===== src/rtl/sync_fifo_lvl.sv =====
// Synchronous FIFO with a registered fill level, almost-full/almost-empty
// thresholds, sticky overflow/underflow flags and a selectable read mode.
// FWFT=1 presents the head entry combinationally. FWFT=0 registers the read
// data and pulses o_rd_valid for one cycle after each accepted read.
module sync_fifo_lvl #(
    parameter int DW     = 8,
    parameter int FW     = 64,
    parameter int AF_LVL = FW - 4,
    parameter int AE_LVL = 4,
    parameter int FWFT   = 1
) (
    input  logic                   i_clk,
    input  logic                   i_reset,
    input  logic                   i_flush,
    input  logic                   i_wr_en,
    input  logic [DW-1:0]          i_wr_data,
    output logic                   o_full,
    output logic                   o_almost_full,
    input  logic                   i_rd,
    output logic [DW-1:0]          o_rd_data,
    output logic                   o_rd_valid,
    output logic                   o_empty,
    output logic                   o_almost_empty,
    output logic [$clog2(FW):0]    o_level,
    input  logic                   i_clr_err,
    output logic                   o_overflow,
    output logic                   o_underflow
);

    localparam int AW = $clog2(FW);
    localparam int LW = AW + 1;

    // Storage and state start at the reset state for FPGA power-up.
    logic [DW-1:0] mem_q [FW] = '{default: '0};
    logic [LW-1:0] wr_ptr_q = '0;
    logic [LW-1:0] rd_ptr_q = '0;
    logic [LW-1:0] level_q  = '0;
    logic          ovf_q    = 1'b0;
    logic          unf_q    = 1'b0;

    logic [LW-1:0] wr_ptr_d;
    logic [LW-1:0] rd_ptr_d;
    logic [LW-1:0] level_d;
    logic          ovf_d;
    logic          unf_d;

    logic          full_s;
    logic          empty_s;
    logic          wr_ok_s;
    logic          rd_ok_s;
    logic [AW-1:0] wr_idx_s;
    logic [AW-1:0] rd_idx_s;

    // Full/empty look only at the current level, so a concurrent read never
    // rescues a write into a full FIFO (and vice versa).
    assign full_s   = (level_q == LW'(FW));
    assign empty_s  = (level_q == {LW{1'b0}});
    assign wr_ok_s  = i_wr_en & ~full_s  & ~i_flush & ~i_reset;
    assign rd_ok_s  = i_rd    & ~empty_s & ~i_flush & ~i_reset;
    assign wr_idx_s = wr_ptr_q[AW-1:0];
    assign rd_idx_s = rd_ptr_q[AW-1:0];

    assign o_full         = full_s;
    assign o_empty        = empty_s;
    assign o_level        = level_q;
    assign o_almost_full  = (level_q >= LW'(AF_LVL));
    assign o_almost_empty = (level_q <= LW'(AE_LVL));
    assign o_overflow     = ovf_q;
    assign o_underflow    = unf_q;

    // Next-state for pointers, level and sticky errors; reset dominates flush.
    always_comb begin
        wr_ptr_d = wr_ptr_q;
        rd_ptr_d = rd_ptr_q;
        level_d  = level_q;
        ovf_d    = ovf_q;
        unf_d    = unf_q;
        if (i_reset) begin
            wr_ptr_d = {LW{1'b0}};
            rd_ptr_d = {LW{1'b0}};
            level_d  = {LW{1'b0}};
            ovf_d    = 1'b0;
            unf_d    = 1'b0;
        end else if (i_flush) begin
            // Contents discarded, same-cycle requests ignored, errors kept.
            wr_ptr_d = {LW{1'b0}};
            rd_ptr_d = {LW{1'b0}};
            level_d  = {LW{1'b0}};
            ovf_d    = ovf_q & ~i_clr_err;
            unf_d    = unf_q & ~i_clr_err;
        end else begin
            if (wr_ok_s) begin
                wr_ptr_d = wr_ptr_q + {{(LW-1){1'b0}}, 1'b1};
            end else begin
                wr_ptr_d = wr_ptr_q;
            end
            if (rd_ok_s) begin
                rd_ptr_d = rd_ptr_q + {{(LW-1){1'b0}}, 1'b1};
            end else begin
                rd_ptr_d = rd_ptr_q;
            end
            case ({wr_ok_s, rd_ok_s})
                2'b10:   level_d = level_q + {{(LW-1){1'b0}}, 1'b1};
                2'b01:   level_d = level_q - {{(LW-1){1'b0}}, 1'b1};
                default: level_d = level_q;
            endcase
            // A new error event wins over a same-cycle clear.
            ovf_d = (i_wr_en & full_s)  | (ovf_q & ~i_clr_err);
            unf_d = (i_rd    & empty_s) | (unf_q & ~i_clr_err);
        end
    end

    // Control state registers.
    always_ff @(posedge i_clk) begin
        wr_ptr_q <= wr_ptr_d;
        rd_ptr_q <= rd_ptr_d;
        level_q  <= level_d;
        ovf_q    <= ovf_d;
        unf_q    <= unf_d;
    end

    // Storage write port; contents survive reset and flush.
    always_ff @(posedge i_clk) begin
        if (wr_ok_s) begin
            mem_q[wr_idx_s] <= i_wr_data;
        end else begin
            mem_q[wr_idx_s] <= mem_q[wr_idx_s];
        end
    end

    generate
        if (FWFT != 0) begin : g_fwft
            assign o_rd_data  = mem_q[rd_idx_s];
            assign o_rd_valid = ~empty_s;
        end else begin : g_reg
            logic [DW-1:0] rd_data_q  = '0;
            logic          rd_valid_q = 1'b0;

            // Registered read port: data captured on an accepted read, held
            // otherwise; valid pulses for exactly one cycle.
            always_ff @(posedge i_clk) begin
                if (i_reset) begin
                    rd_data_q  <= {DW{1'b0}};
                    rd_valid_q <= 1'b0;
                end else if (rd_ok_s) begin
                    rd_data_q  <= mem_q[rd_idx_s];
                    rd_valid_q <= 1'b1;
                end else begin
                    rd_data_q  <= rd_data_q;
                    rd_valid_q <= 1'b0;
                end
            end

            assign o_rd_data  = rd_data_q;
            assign o_rd_valid = rd_valid_q;
        end
    endgenerate

endmodule


===== config.mk =====
export PLATFORM = sky130hd
export DESIGN_NAME = sync_fifo_lvl
export DESIGN_NICKNAME = d
export VERILOG_FILES = /design/src/rtl/sync_fifo_lvl.sv
export SDC_FILE = /design/constraint.sdc
export NUM_CORES = 1
export LEC_CHECK = 0
export CORE_UTILIZATION = 40
export CTS_BUF_LIST = sky130_fd_sc_hd__clkbuf_8
export DETAILED_ROUTE_END_ITERATION = 8
export DONT_BUFFER_PORTS = 1
export GPL_TIMING_DRIVEN = 0
export PLACE_DENSITY = 0.59
export SETUP_SLACK_MARGIN = 0.2
export SYNTH_ARGS = -nofsm -noshare
export SYNTH_HDL_FRONTEND = slang
export SYNTH_SLANG_ARGS = --single-unit

===== constraint.sdc =====
create_clock -name i_clk -period 6.4 [get_ports i_clk]
set_clock_uncertainty 0.05 [all_clocks]
set_input_delay 0 -clock i_clk [delete_from_list [all_inputs] [get_ports i_clk]]
set_output_delay 0 -clock i_clk [all_outputs]
set_load 0.05 [all_outputs]

---- Yosys cells after proc, flatten, opt, wreduce, memory -nomap -nowiden ----
Memories as Yosys holds them, arrays and structs flattened. A register that Yosys moved wholly into a read port is not among the register bits.
Index checks and enable logic that the tools add are counted.
storage, ports and cells
  bits in registers ....................... 23
  memories ................................ 1
  memory bits (writable) .................. 512
  output and inout port bits .............. 22
memory list
  memory  depth  bits a word  read ports  clocked after Yosys merged registers in  write ports  RTL line  text
  mem_q   64     8            1           1                                        1            34        logic [DW-1:0] mem_q [FW] = '{default: '0};
operators by class
  multiplexer cells ....................... 9
  add/sub/neg operators ................... 4
  order comparisons ....................... 2
  bitwise operators ....................... 18
  reductions and logical operators ........ 4
  eq/ne operators ......................... 4
operators by type and width
  kind                   number
  $add A7 B1 Y7 const B  3
  $pmux W7 S2            1
  $mux W6                2
  $and A1 B1 Y1          10
  $mux W8                1
  $eq A7 B7 Y1 const B   1
  $ge A7 B6 Y1 const B   1
  $le A7 B3 Y1 const B   1
  $logic_not A7 Y1       1
  $sub A7 B1 Y7 const B  1
  $mux W1                5
  $not A1 Y1             5
  $or A1 B1 Y1           3
  $eq A2 B1 Y1 const B   1
  $eq A2 B2 Y1 const B   1
  $reduce_and A2 Y1      1
  $reduce_bool A2 Y1     1
  $reduce_or A2 Y1       1
  $ne A0 B0 Y1           1

---- Depth between registers and ports, before layout ----
  depth in word-level cells ............... 8
  depth in mapped cells ................... 14
  gate-level depth less buffers ........... 11

---- Worst setup path before layout ----
Ideal clock, no wire load.
  kind .................................... register -> register
  from .................................... register level_q[4] (netlist: o_level[4])
  to ...................................... register level_q[4] (netlist: o_level[4])
  path buffers ............................ 2
  data required time ...................... 6278 ps
  cell stages (with the launch flop) ...... 14
  data arrival time ....................... 3488 ps
  library setup time ...................... 72 ps
  slack ................................... 2790 ps
  cell sequence ........................... dfxtp_1 -> clkbuf_1 -> nor3_1 -> a21boi_1 -> and2_1 -> ha_1 -> clkbuf_1 -> xor2_1 -> ha_1 -> or3_1 -> a21oi_1 -> or4b_2 -> a21oi_1 -> mux2i_1
between the ends
  longest elaborated chain between the ends .. 7
  elaborated cells on any way between the ends .. 16
  those cells by class .................... 2 x add/sub; 3 x eq/ne; 1 x mux; 8 x bitwise; 2 x reduce/logical
ends and longest elaborated chain
  element                                                   RTL line  text
  start: declaration                                        37        logic [LW-1:0] level_q = '0;
  start signal: assignment                                  117       level_q <= level_d;
  $eq A7 B7 Y1 / $logic_not A7 Y1 (equally long branches)   56, 57
  $not A1 Y1, on equally long branches                      58, 59
  $and A1 B1 Y1, on equally long branches (3 in series)     58, 59
  $eq A2 B1 Y1 / $eq A2 B2 Y1 (equally long branches)       102       case ({wr_ok_s, rd_ok_s})
  $pmux W7 S2 / $reduce_bool A2 Y1 (equally long branches)  -
Parallel ways exist; a longest one is shown, timed or not.
A chain may end at the register's enable or synchronous reset.

---- Final worst setup path ----
Ends and elaborated chain as after synthesis.

==> qor.yml <==
global_routing:
  busiest_layer: "met2"
  use_met2: 0.2950
  antenna_found_initial: 0
  grt_pass1_wl_um: 74860
  grt_max_degree: 65
  first_global_vias: 10920
  grt.total_usage: 0.1956
  met1_usage: 0.2794
  overflow: 0
  use_met3: 0.04457
critical_path:
  worstPathArrival_ps: 4670
  start_kind: "flop"
  path_class: "flop to flop"
  critical_path_required_ps: 6940
  crit_start: "o_level[4]"
  endpoint_kind: "flop"
  r2r-start: "o_level[4]"
  cp_max_fo: 10
clocking:
  clk_pin_slew_worst_paths_ps: 60
  cts.path.max_buffers: 3
  post_cts_buffers: 0
  tritoncts: "done"
  root_buffer: "clkbuf_8"
  cts.sinks: 539
  clock_latency_ps: 660
  cts_buffers: 87
  cts_max_level: 3
route:
  drc: 0
  firstDrtPassIters: 6
  routed_wirelength_um: 51430
  drt-initial-drc-count: 1228
  vias: 10940
  vias_per_cell: 5.677
  drtAntennaViolNets: 0
  wl_per_cell_um: 26.69
floorplan:
  io_pins: 36
  core_um2: 52450
  die_x_um: 232.2
  core.rowCount: 84
  design.die.area_um2: 53920
  start_util: 0.4042
  fp.dieH_um: 232.2
power:
  ir_worst_vdd_mv: 0.1452
  p_per_area_nw_per_um2: 277.7
  leakagePower_nw: 7.323
yosys:
  async_reset_ff_frac: 0
  yosys.area_share.simple: 0.03801
  synth.area.top_cells: "edfxtp_1 (73%), mux4_2 (13%), dfxtp_1 (2.5%)"
  synth_fa_ha_area_frac: 0.002951
  synth_top_area_cell: "edfxtp_1"
  synth_compound_area_frac: 0.03252
  synthMuxAreaShare: 0.1532
  syn_avg_cell_area_um2: 20.07
  synth_area_um2: 21200
  yosysTopAreaCellShare: 0.7253
  ys.flop_type: "edfxtp_1"
  postSynthCellCount: 1056
  synth-seq-area-share: 0.7508
  synth_edf_count: 512
  synth_cell_type_count: 56
  synthXorXnorAreaFrac: 0.004958
  synth_top_family_by_area: "multiplexers"
  yosys_warnings: 0
  syn-num-nets: 1075
  ys_ff_latch: 539
job:
  drv_cap: 0
run_status:
  status: "finished clean"
timing:
  slew_violations: 0
  tightest_slew_ps: 1381
  finalSetupViolCount: 0
  slew_headroom: 0.08021
  hold_violations: 0
  period_minus_slack_ps: 4134
  period_share: 0.6459
  fin_tns_setup_ps: 0
  fmax_ghz: 0.2419
  rsz0062_at_grt: "no"
final_layout:
  instances_no_fill: 1927
  fin_util: 0.4581
  syn_to_final_growth_pct: 13.32
  fillCellCount: 4374
  nNetsFinal: 1190
  drive_gt1_frac: 0.2446
  antenna_cells: 0
place:
  place.gp.congestion: 0.9562
  dpl.cell_count: 1744
  portBuffers: 0
  dp_hpwl_um: 32020
min_path:
  worstHoldStart: "i_flush"
  hold_path.class: "input pin to flop"
-- kinds of logic after synthesis --
kind of cell,count (synthesis)
DFF,539
and+or+nand+nor,165
muxes,163
AOI/OAI and AO/OA,101
buffers and inverters,71
xor gates and xnor gates,12
adders and majority gates,5
-- area by class of cell --
cell class	instances	area, um^2	area share
Buffer	64	347.8	0.01448
Timing Repair Buffer	26	400.4	0.01667
Inverter	7	26.28	0.001094
Sequential cell	539	15920	0.6625
Clock buffer	87	1197	0.04984
Tap cell	688	860.8	0.03583
Clock inverter	70	352.8	0.01469
Multi-Input combinational cell	446	4922	0.2049
-- synth_stat cells, drive strengths merged (3+ instances only) --
library cell    n
a22oi           3
a32o            6
or3b            4
nand2          21
inv             7
a211oi          4
and2            4
or2             3
nor2b           7
a221oi          7
nand3           7
nor3            3
buf            40
nand2b          5
xor2            9
xnor2           3
ha              5
nor2           87
mux4          128
nand3b          3
mux2i          33
or3             7
dfxtp          27
o221ai         10
clkbuf         24
edfxtp        512
o22ai           8
o22a            6
o21ai          21
a21oi          23
nand4           5
-- per-layer routing --
metal	vias to the layer above	wire, um
met4	0	1499
met5	-	0
met2	445	23550
met1	5807	22620
li1	4593	-
met3	95	3765
-- final timing paths --
path                 end  slack, ps  depth (start not counted)
max reg2reg   o_level[4]       2270                         13
min reg2reg  rd_ptr_q[5]        490                          2
max           o_level[4]       2270                         13
min           o_level[4]        210                          4
-- through the flow --
stage               cell area [um^2]  setup WS [ps]  total power [W]  hold WS (ps)
CTS                            24020           2265         0.006735         121.0
global route                   24020           1969         0.006870         201.3
floorplan                      21200           2790         0.003970         48.87
finish                         24020           2266         0.006672         205.6
detailed placement             22070           2317         0.003982         54.43
global placement               22060           2150         0.003981         54.44
-- worst max-delay path, stage by stage (launching register included) --
cell      delay [ps]
dfxtp_1          650
clkbuf_1         340
nor3_1           140
a21boi_1         580
and2_1           250
ha_1             150
clkbuf_1         320
xor2_1           180
ha_1             200
or3_1            110
a21oi_1           80
or4b_2           600
a21oi_1          210
mux2i_1          200
-- report_power, final --
| group | switching (W) | total [W] | internal (W) |
|---|---|---|---|
| clock network | 0.00137 | 0.00269 | 0.00132 |
| logic | 0.0000868 | 0.000122 | 0.0000349 |
| registers | 0.00000367 | 0.00386 | 0.00386 |
| total | 0.00146 | 0.00667 | 0.00522 |
-- layout by cell type, fill, tap and decap left out, types with 5 or more instances in the layout --
master         Yosys  routed
buf_6              6       6
o221ai_1          10      10
nand4_1            5       5
a221oi_1           7       7
mux4_2           125     125
clkbuf_8           0      87
inv_1              7      28
o22a_1             6       6
dlygate4sd3_1      0      18
clkinv_2           0      18
clkbuf_1          24      24
o21ai_1            5       5
clkinvlp_4         0       7
buf_4              9       9
a32o_1             6       6
buf_2             23      23
o21ai_0           16      16
mux2i_1           33      33
nand2_1           17      17
nor2_1            87      87
or3_1              7       7
nand3_1            7       7
dfxtp_1           27      27
nor2b_1            7       7
a21oi_1           23      23
edfxtp_1         512     512
nand2b_1           5       5
buf_16             0       8
ha_1               5       5
clkinv_1           0      21
xor2_1             9       9
o22ai_1            8       8
-- registers in the layout, summed over array words and instances, names as in the netlist, named ones only --
| signal | count |
|---|---|
| o_underflow | 1 |
| o_level | 7 |
| rd_ptr_q | 6 |
| mem_q | 512 |
| wr_ptr_q | 6 |
| o_overflow | 1 |
-- timing repair --
item                       4_1_cts  5_1_grt
setup endpoints to repair        0        0
hold endpoints to repair       536        0
gates resized for setup          0        0
hold buffers                    26        0
(Power assumes the default switching activity.)
